===== config.mk =====
export PLATFORM = sky130hd
export DESIGN_NAME = stream_mux_rr_flat
export DESIGN_NICKNAME = d
export VERILOG_FILES = /design/src/rtl/stream_mux_pkg.sv /design/src/rtl/stream_mux_rr_if.sv /design/src/rtl/rr_arbiter.sv /design/src/rtl/stream_mux_rr.sv /design/src/flat_wrapper.sv
export SDC_FILE = /design/constraint.sdc
export NUM_CORES = 1
export LEC_CHECK = 0
export BUFFER_PORTS_ARGS = -buffer_cell sky130_fd_sc_hd__buf_4
export CAP_MARGIN = 20
export CORE_MARGIN = 1
export CORE_UTILIZATION = 46
export DETAILED_ROUTE_END_ITERATION = 10
export PLACE_DENSITY_LB_ADDON = 0.05
export SETUP_SLACK_MARGIN = 0.05
export SKIP_LAST_GASP = 1
export SYNTH_ARGS = -nofsm -noshare
export SYNTH_HDL_FRONTEND = slang
export SYNTH_SLANG_ARGS = --single-unit

===== constraint.sdc =====
create_clock -name clk -period 3.1 [get_ports clk]
set_input_delay 0.155 -clock clk [delete_from_list [all_inputs] [get_ports clk]]
set_output_delay 0.155 -clock clk [all_outputs]
set_load 0.005 [all_outputs]

===== src/rtl/stream_mux_pkg.sv =====
// Shared definitions for the stream_mux_rr block.
//   MODE_FIXED / MODE_RR : encodings of the mode input
//   chan_w(n)            : channel-index width for an n-channel mux
package stream_mux_pkg;

  localparam logic MODE_FIXED = 1'b0;
  localparam logic MODE_RR    = 1'b1;

  // Index width for n channels; a 1-channel case still needs one bit.
  function automatic int chan_w(input int n);
    return (n < 2) ? 1 : $clog2(n);
  endfunction

endpackage


===== src/rtl/stream_mux_rr_if.sv =====
// Stream bundle for stream_mux_rr: NCH packed input streams and one output
// stream with its source-channel tag.
//   in_data  [NCH*DW] channel i at [i*DW +: DW]
//   in_valid [NCH]    per-channel valid
//   in_ready [NCH]    per-channel ready from the mux
//   out_data [DW]     registered output data
//   out_valid         registered output valid
//   out_ready         downstream ready
//   out_ch   [SELW]   channel that supplied out_data
// Modports: slave = the mux's view, master = the surrounding logic's view.
interface stream_mux_rr_if
  import stream_mux_pkg::*;
#(
  parameter int NCH = 4,
  parameter int DW  = 8
);
  localparam int SELW = chan_w(NCH);

  logic [NCH*DW-1:0] in_data;
  logic [NCH-1:0]    in_valid;
  logic [NCH-1:0]    in_ready;
  logic [DW-1:0]     out_data;
  logic              out_valid;
  logic              out_ready;
  logic [SELW-1:0]   out_ch;

  modport slave (
    input  in_data, in_valid, out_ready,
    output in_ready, out_data, out_valid, out_ch
  );

  modport master (
    output in_data, in_valid, out_ready,
    input  in_ready, out_data, out_valid, out_ch
  );

endinterface


===== src/rtl/rr_arbiter.sv =====
// Rotating-priority arbiter with a registered search pointer.
//   clk, rst_n : clock, synchronous active-low reset (pointer -> 0)
//   req        : per-channel requests
//   advance    : a grant from this arbiter was consumed this cycle
//   adv_idx    : index of the consumed channel
//   grant      : one-hot (or zero) grant to the first requester at or
//                after the pointer, wrapping NCH-1 -> 0
module rr_arbiter
  import stream_mux_pkg::*;
#(
  parameter  int NCH  = 4,
  localparam int SELW = chan_w(NCH)
) (
  input  logic            clk,
  input  logic            rst_n,
  input  logic [NCH-1:0]  req,
  input  logic            advance,
  input  logic [SELW-1:0] adv_idx,
  output logic [NCH-1:0]  grant
);

  logic [SELW-1:0] ptr_reg;
  logic [SELW-1:0] ptr_next;
  logic            found;
  int              idx;

  // Walk NCH positions starting at the pointer; the pointer is always
  // below NCH so a single subtraction implements the modulo wrap.
  always_comb begin
    grant = '0;
    found = 1'b0;
    idx   = 0;
    for (int k = 0; k < NCH; k++) begin
      idx = int'(ptr_reg) + k;
      if (idx >= NCH) idx = idx - NCH;
      if (!found && req[idx]) begin
        grant[idx] = 1'b1;
        found      = 1'b1;
      end
    end
  end

  // Explicit wrap so non-power-of-two channel counts never reach NCH.
  always_comb begin
    ptr_next = ptr_reg;
    if (advance) begin
      ptr_next = (adv_idx == SELW'(NCH - 1)) ? '0 : adv_idx + SELW'(1);
    end
  end

  always_ff @(posedge clk) begin
    if (!rst_n) ptr_reg <= '0;
    else        ptr_reg <= ptr_next;
  end

endmodule


===== src/rtl/stream_mux_rr.sv =====
// N-channel valid/ready stream multiplexer with a registered output stage.
// Fixed mode forwards channel sel; round-robin mode rotates fairly among
// valid channels. One cycle latency, one word per cycle throughput.
//   clk, rst_n : clock, synchronous active-low reset
//   mode       : MODE_FIXED or MODE_RR
//   sel        : channel used in fixed mode (values >= NCH grant nothing)
//   bus        : stream_mux_rr_if.slave (inputs, output, out_ch tag)
module stream_mux_rr
  import stream_mux_pkg::*;
#(
  parameter  int NCH  = 4,
  parameter  int DW   = 8,
  localparam int SELW = chan_w(NCH)
) (
  input  logic            clk,
  input  logic            rst_n,
  input  logic            mode,
  input  logic [SELW-1:0] sel,
  stream_mux_rr_if.slave  bus
);

  logic [NCH-1:0]  fix_grant;
  logic [NCH-1:0]  rr_grant;
  logic [NCH-1:0]  grant;
  logic            load_en;
  logic            xfer;
  logic [SELW-1:0] gnt_idx;
  logic [DW-1:0]   gnt_data;

  logic            out_valid_reg, out_valid_next;
  logic [DW-1:0]   out_data_reg,  out_data_next;
  logic [SELW-1:0] out_ch_reg,    out_ch_next;

  // Output register is free, or its word leaves this cycle.
  assign load_en = !out_valid_reg || bus.out_ready;

  genvar gi;
  generate
    for (gi = 0; gi < NCH; gi++) begin : g_fix
      assign fix_grant[gi] = bus.in_valid[gi] && (sel == SELW'(gi));
    end
  endgenerate

  rr_arbiter #(.NCH(NCH)) u_arb (
    .clk     (clk),
    .rst_n   (rst_n),
    .req     (bus.in_valid),
    .advance (xfer && (mode == MODE_RR)),
    .adv_idx (gnt_idx),
    .grant   (rr_grant)
  );

  assign grant = (mode == MODE_RR) ? rr_grant : fix_grant;

  // Ready is held low during reset so no producer sees an acceptance that
  // the reset would silently drop.
  assign bus.in_ready = grant & {NCH{load_en && rst_n}};
  assign xfer         = |bus.in_ready;

  always_comb begin
    gnt_idx  = '0;
    gnt_data = '0;
    for (int i = 0; i < NCH; i++) begin
      if (grant[i]) begin
        gnt_idx  = SELW'(i);
        gnt_data = bus.in_data[i*DW +: DW];
      end
    end
  end

  always_comb begin
    out_valid_next = out_valid_reg;
    out_data_next  = out_data_reg;
    out_ch_next    = out_ch_reg;
    if (load_en) begin
      out_valid_next = xfer;
      if (xfer) begin
        out_data_next = gnt_data;
        out_ch_next   = gnt_idx;
      end
    end
  end

  always_ff @(posedge clk) begin
    if (!rst_n) begin
      out_valid_reg <= 1'b0;
      out_data_reg  <= '0;
      out_ch_reg    <= '0;
    end else begin
      out_valid_reg <= out_valid_next;
      out_data_reg  <= out_data_next;
      out_ch_reg    <= out_ch_next;
    end
  end

  assign bus.out_valid = out_valid_reg;
  assign bus.out_data  = out_data_reg;
  assign bus.out_ch    = out_ch_reg;

endmodule


===== src/flat_wrapper.sv =====
// flat-port wrapper written by rule: the top's interface ports become plain ports
module stream_mux_rr_flat import stream_mux_pkg::*;
#(
  parameter  int NCH  = 4,
  parameter  int DW   = 8,
  localparam int SELW = chan_w(NCH)
)
  (clk, rst_n, mode, sel, bus_in_data, bus_in_valid, bus_out_ready, bus_in_ready, bus_out_data, bus_out_valid, bus_out_ch);
  stream_mux_rr_if #(.NCH(NCH), .DW(DW)) bus_i ();
  input  logic clk;
  input  logic rst_n;
  input  logic mode;
  input  logic [SELW-1:0] sel;
  input wire logic [$bits(bus_i.in_data)-1:0] bus_in_data;
  input wire logic [$bits(bus_i.in_valid)-1:0] bus_in_valid;
  input wire logic [$bits(bus_i.out_ready)-1:0] bus_out_ready;
  output wire logic [$bits(bus_i.in_ready)-1:0] bus_in_ready;
  output wire logic [$bits(bus_i.out_data)-1:0] bus_out_data;
  output wire logic [$bits(bus_i.out_valid)-1:0] bus_out_valid;
  output wire logic [$bits(bus_i.out_ch)-1:0] bus_out_ch;
  assign bus_i.in_data = bus_in_data;
  assign bus_i.in_valid = bus_in_valid;
  assign bus_i.out_ready = bus_out_ready;
  assign bus_in_ready = bus_i.in_ready;
  assign bus_out_data = bus_i.out_data;
  assign bus_out_valid = bus_i.out_valid;
  assign bus_out_ch = bus_i.out_ch;
  stream_mux_rr #(.NCH(NCH), .DW(DW)) u_core (.clk(clk), .rst_n(rst_n), .mode(mode), .sel(sel), .bus(bus_i));
endmodule

# Yosys cells after proc, flatten, opt, wreduce, memory -nomap -nowiden
# Cells that the tools add are included.
# op_classes
add_sub_neg	8
magnitude_cmp	12
eq_ne	4
mux	40
n_bitwise	4
n_reduce_logical	21
# op_table
op	n
$ge 32x1->1 const B	4
$lt 32x4->1 const B	4
$mux 32	4
$mux 8	4
$mux 4	5
$mux 1	16
$logic_and 1x1->1	13
$or 4x4->4	3
$sub 3x3->4 const B	3
$ge 3x3->1 const B	3
$bmux 1 s2	4
$demux 1 s2	4
$add 2x2->3 const B	2
$eq 2x2->1 const B	3
$mux 2	3
$and 4x4->4	1
$logic_not 1->1	4
$reduce_or 4->1	1
$sub 2x3->4 const B	1
$add 2x1->3 const B	1
$ge 2x3->1 const B	1
$add 2x1->2 const B	1
$eq 2x1->1 const B	1
$logic_not 2->1	1
2 further kinds	2
# word_totals
reg_bits	13
output_inout_bits	15

# Longest topological paths before layout
# logic_depth
ltp_word	21
ltp_mapped	11

# Modules after synthesis
# Synthesis repeated with hierarchy kept, for this count alone.
# hier_totals
hier_cells	155
area_unflattened_um2	1285.0
# modules_own_cells
module	n_inst	cells_each	area_per_inst_um2	seq_area_each_um2
stream_mux_rr	1	103	819.5	220.2
rr_arbiter	1	52	465.4	40.0

# Worst setup path after synthesis
# No wires, ideal clock.
# synth_path
path_type	register to register
from	reg u_core.u_arb.ptr_reg[0]
to	reg u_core.out_data_reg[0], in the netlist u_core.bus.out_data[0]
setup_time_ns	0.087
arrival_ns	2.638
required_time_ns	3.013
setup_slack_ns	0.375
path_stages_with_launch	12
path_buffers	2
synth_period_minus_slack_ns	2.725
path_cell_list	dfxtp_1 -> buf_6 -> inv_1 -> ha_1 -> mux4_2 -> nor2b_4 -> a221oi_2 -> a31oi_4 -> o41ai_4 -> buf_4 -> nand3_1 -> o31ai_1
# synth_via
elab_chain_cells	20
word_cells_on_any_way	71
classes_between	add/sub (7); order compare (12); mux (36); bitwise (4); reduce/logical (12)
# synth_lines
item	line	source
start, declared	rr_arbiter.sv:22	logic [SELW-1:0] ptr_reg;
start signal, assigned	rr_arbiter.sv:53	else ptr_reg <= ptr_next;
branches (longest 14 deep; another with $ge 32x1->1)	--	
$mux 4 (*)	rr_arbiter.sv:36	if (!found && req[idx]) begin
$mux 4 (*)	stream_mux_rr.sv:53	assign grant = (mode == MODE_RR) ? rr_grant : fix_grant;
$mux 8 (4 in a row)	stream_mux_rr.sv:64	if (grant[i]) begin
end signal, assigned	stream_mux_rr.sv:91	out_data_reg <= out_data_next;
end, declared	stream_mux_rr.sv:31	logic [DW-1:0] out_data_reg, out_data_next;
# Mark *: on every way between the ends. The select of a mux whose other input is x is not followed.
# A chain may end at the register's enable or synchronous reset.

# Final worst setup path
# layout_path
from	reg u_core.u_arb.ptr_reg[1]
to	reg u_core.out_ch_reg[0], in the netlist u_core.bus.out_ch[0]
# layout_via
elab_chain_cells	19
word_cells_on_any_way	70
classes_between	add/sub (7); order compare (12); mux (35); bitwise (4); reduce/logical (12)
# layout_lines
item	line	source
branches (longest 14 deep; another with $ge 32x1->1)	--	
$mux 4 (*)	rr_arbiter.sv:36	
$mux 4 (*)	stream_mux_rr.sv:53	
$and 4x4->4 / $mux 1 (equally long branches)	stream_mux_rr.sv:57, stream_mux_rr.sv:64	
$reduce_or 4->1 / $mux 2 (equally long branches)	stream_mux_rr.sv:58, stream_mux_rr.sv:64	
$reduce_and 2->1 (no line) / $mux 2 (equally long branches)	--	
end signal, assigned	stream_mux_rr.sv:92	out_ch_reg <= out_ch_next;
end, declared	stream_mux_rr.sv:32	logic [SELW-1:0] out_ch_reg, out_ch_next;
# Marks and branches as above.

==> results.json <==
{
  "hold_viol": 0,
  "drt_iter0_drc": 33,
  "synth_area_leaders": "dfxtp_1, mux4_2, a221oi_1, ha_1, o31ai_1",
  "cts_hold_buf": 0,
  "drive_above_1_share": 0.464,
  "path_clk_slew_ps": 80,
  "multi_input_area_um2": 853,
  "yosysWarnings": 0,
  "clock_latency_ps": 280,
  "n_antenna_cell": 0,
  "synth_top_area_frac": 0.222,
  "fin_tns_setup_ps": 0,
  "grtUsageTotal": 0.266,
  "pre_cts_ws_ps": 95.7,
  "fmax_mhz": 343,
  "finalSetupViolations": 0,
  "cts_tree": "done",
  "via_count": 1242,
  "worst_slack_ps": 188,
  "rsz0062_at_grt": "false",
  "cap_violations": 0,
  "path_class": "reg -> reg",
  "p_leak_uw": 0.000755,
  "cts_htree_levels": 1,
  "wl_per_cell_um": 16.5,
  "die_area_um2": 2750,
  "synthCells": 121,
  "clockBufferDepth": 2,
  "antenna_found_initial": 0,
  "synth_common_cells": "dfxtp_1, a221oi_1, nand2_1, o31ai_1",
  "die_w_um": 52.4,
  "cts_buffers": 3,
  "initial_core_util": 0.509,
  "largest_register_ffs": 8,
  "routed_wirelength_um": 3450,
  "grt_pass1_vias": 1103,
  "end_kind": "flop",
  "power_uw": 671,
  "hold_class": "in -> reg",
  "syn_area_um2": 1170,
  "drt-pass1-iter-count": 4,
  "synth-edff-count": 0,
  "gp_congestion": 0.844,
  "area_growth_pct": 43.2,
  "dpl_cell_area_um2": 1630,
  "core_um2": 2300,
  "hold_ws_ps": 162,
  "grt_max_degree": 17,
  "power.density_nw_per_um2": 401,
  "rows": 17,
  "yosysSeqAreaShare": 0.222,
  "fillers": 170,
  "cts.sinks": 13,
  "overflow": 0,
  "path_max_fanout": 16,
  "worst_clock_skew_ps": 4.74,
  "syn_avg_cell_area_um2": 9.67,
  "synth_most_common_cell": "dfxtp_1",
  "synth-async-reset-ratio": 0,
  "arrival_ps": 3090,
  "vdd_drop_max_uv": 305,
  "routed_via_density": 5.94,
  "port_buffers": 56,
  "cts_root_buffer": "clkbuf_4",
  "slew_headroom": 0.725,
  "postCtsSetupBuffers": 0,
  "status": "complete, no violations",
  "drc": 0,
  "worst_slew_pin_slew_ps": 410,
  "synth_cell_types": 33,
  "period_minus_slack_ps": 2910,
  "regArea_um2": 262,
  "synth_flop_cell": "dfxtp_1",
  "ys_ff_latch": 13,
  "min_period_over_period": 0.939,
  "ios": 57,
  "start_kind": "flop",
  "ant_nets": 0,
  "dp_hpwl_um": 2720,
  "nNetsFinal": 230,
  "synth_nets": 169,
  "grt_pass1_wl_um": 5250,
  "design_area_um2": 1680,
  "yosys.area.top_type": "dfxtp_1",
  "die_y_um": 52.4,
  "cp.required_ps": 3270,
  "slew_violations": 0
}
-- area by class of cell --
type / count / share of cell area
Inverter: 5 / 0.0112
Multi-Input combinational cell: 95 / 0.509
Clock buffer: 4 / 0.0157
Sequential cell: 13 / 0.156
Timing Repair Buffer: 64 / 0.287
Tap cell: 28 / 0.0209
-- stage by stage --
stage | utilization | instances
after floorplan | - | 121
after global placement | 0.708 | 205
after detailed placement | 0.708 | 205
after CTS | 0.719 | 209
after global routing | 0.729 | 209
final | 0.729 | 209
-- worst max-delay path, cell delays in order, from the launching register on --
cell,delay (ps)
dfxtp_2,420
inv_1,110
ha_1,340
mux4_2,370
nor2b_4,180
a221oi_1,360
a31oi_1,240
o41ai_4,340
buf_4,260
nand2b_1,70
o311a_1,120
-- cell usage in the layout (no fill, tap or decap), types with 2 or more instances in the layout --
master | Yosys | routed
mux4_2 | 4 | 4
a31oi_4 | 2 | 3
a31o_1 | 2 | 2
a31oi_1 | 5 | 5
and2_1 | 5 | 5
a21o_1 | 8 | 8
inv_1 | 5 | 5
o31ai_1 | 9 | 9
nor2b_1 | 8 | 8
a221oi_2 | 2 | 3
buf_4 | 1 | 64
ha_1 | 6 | 6
a221oi_1 | 10 | 9
nand3_1 | 8 | 8
a21boi_1 | 2 | 2
dfxtp_1 | 13 | 12
clkbuf_4 | 0 | 3
nand2_1 | 9 | 9
nand2b_1 | 3 | 3
-- logic make-up after synthesis --
| kind of cell | synth area share |
|---|---|
| adders and majority gates | 0.0642 |
| and+or+nand+nor | 0.216 |
| DFF | 0.222 |
| muxes | 0.0770 |
| AOI/OAI and AO/OA | 0.354 |
| buffers and inverters | 0.0663 |
-- path summary, 6_finish.rpt --
check	from	end	slack (ps)	cells past startpoint
setup reg to reg	u_core.u_arb.ptr_reg[1]$_SDFFE_PN0P_	u_core.bus.out_ch[0]$_SDFFE_PN0P_	190	10
hold reg to reg	u_core.bus.out_data[5]$_SDFFE_PN0P_	u_core.bus.out_data[5]$_SDFFE_PN0P_	470	2
hold / removal	bus_out_ready	u_core.bus.out_valid$_SDFFE_PN0N_	160	3
setup / recovery	u_core.u_arb.ptr_reg[1]$_SDFFE_PN0P_	u_core.bus.out_ch[0]$_SDFFE_PN0P_	190	10
-- layer usage --
metal	track usage	vias to the layer above	part of all wire
met3	0.0696	4	0.070
met2	0.481	53	0.53
met1	0.315	586	0.39
met4	0.0395	0	0.0061
met5	0	-	0
li1	-	599	-
-- report_power, final --
group / total (uW) / switching, uW / internal [uW] / leakage (uW)
clock: 109 / 59.1 / 50.0 / 0.0000150
combinational: 350 / 166 / 184 / 0.000632
sequential: 212 / 16.7 / 196 / 0.000108
total: 671 / 242 / 429 / 0.000755
-- what timing repair did --
item / in CTS / in global routing
resized for setup: 0 / 4
setup endpoints to repair: 0 / 15
hold endpoints to repair: 0 / 0
No activity file was read; power rests on OpenSTA's default activity.
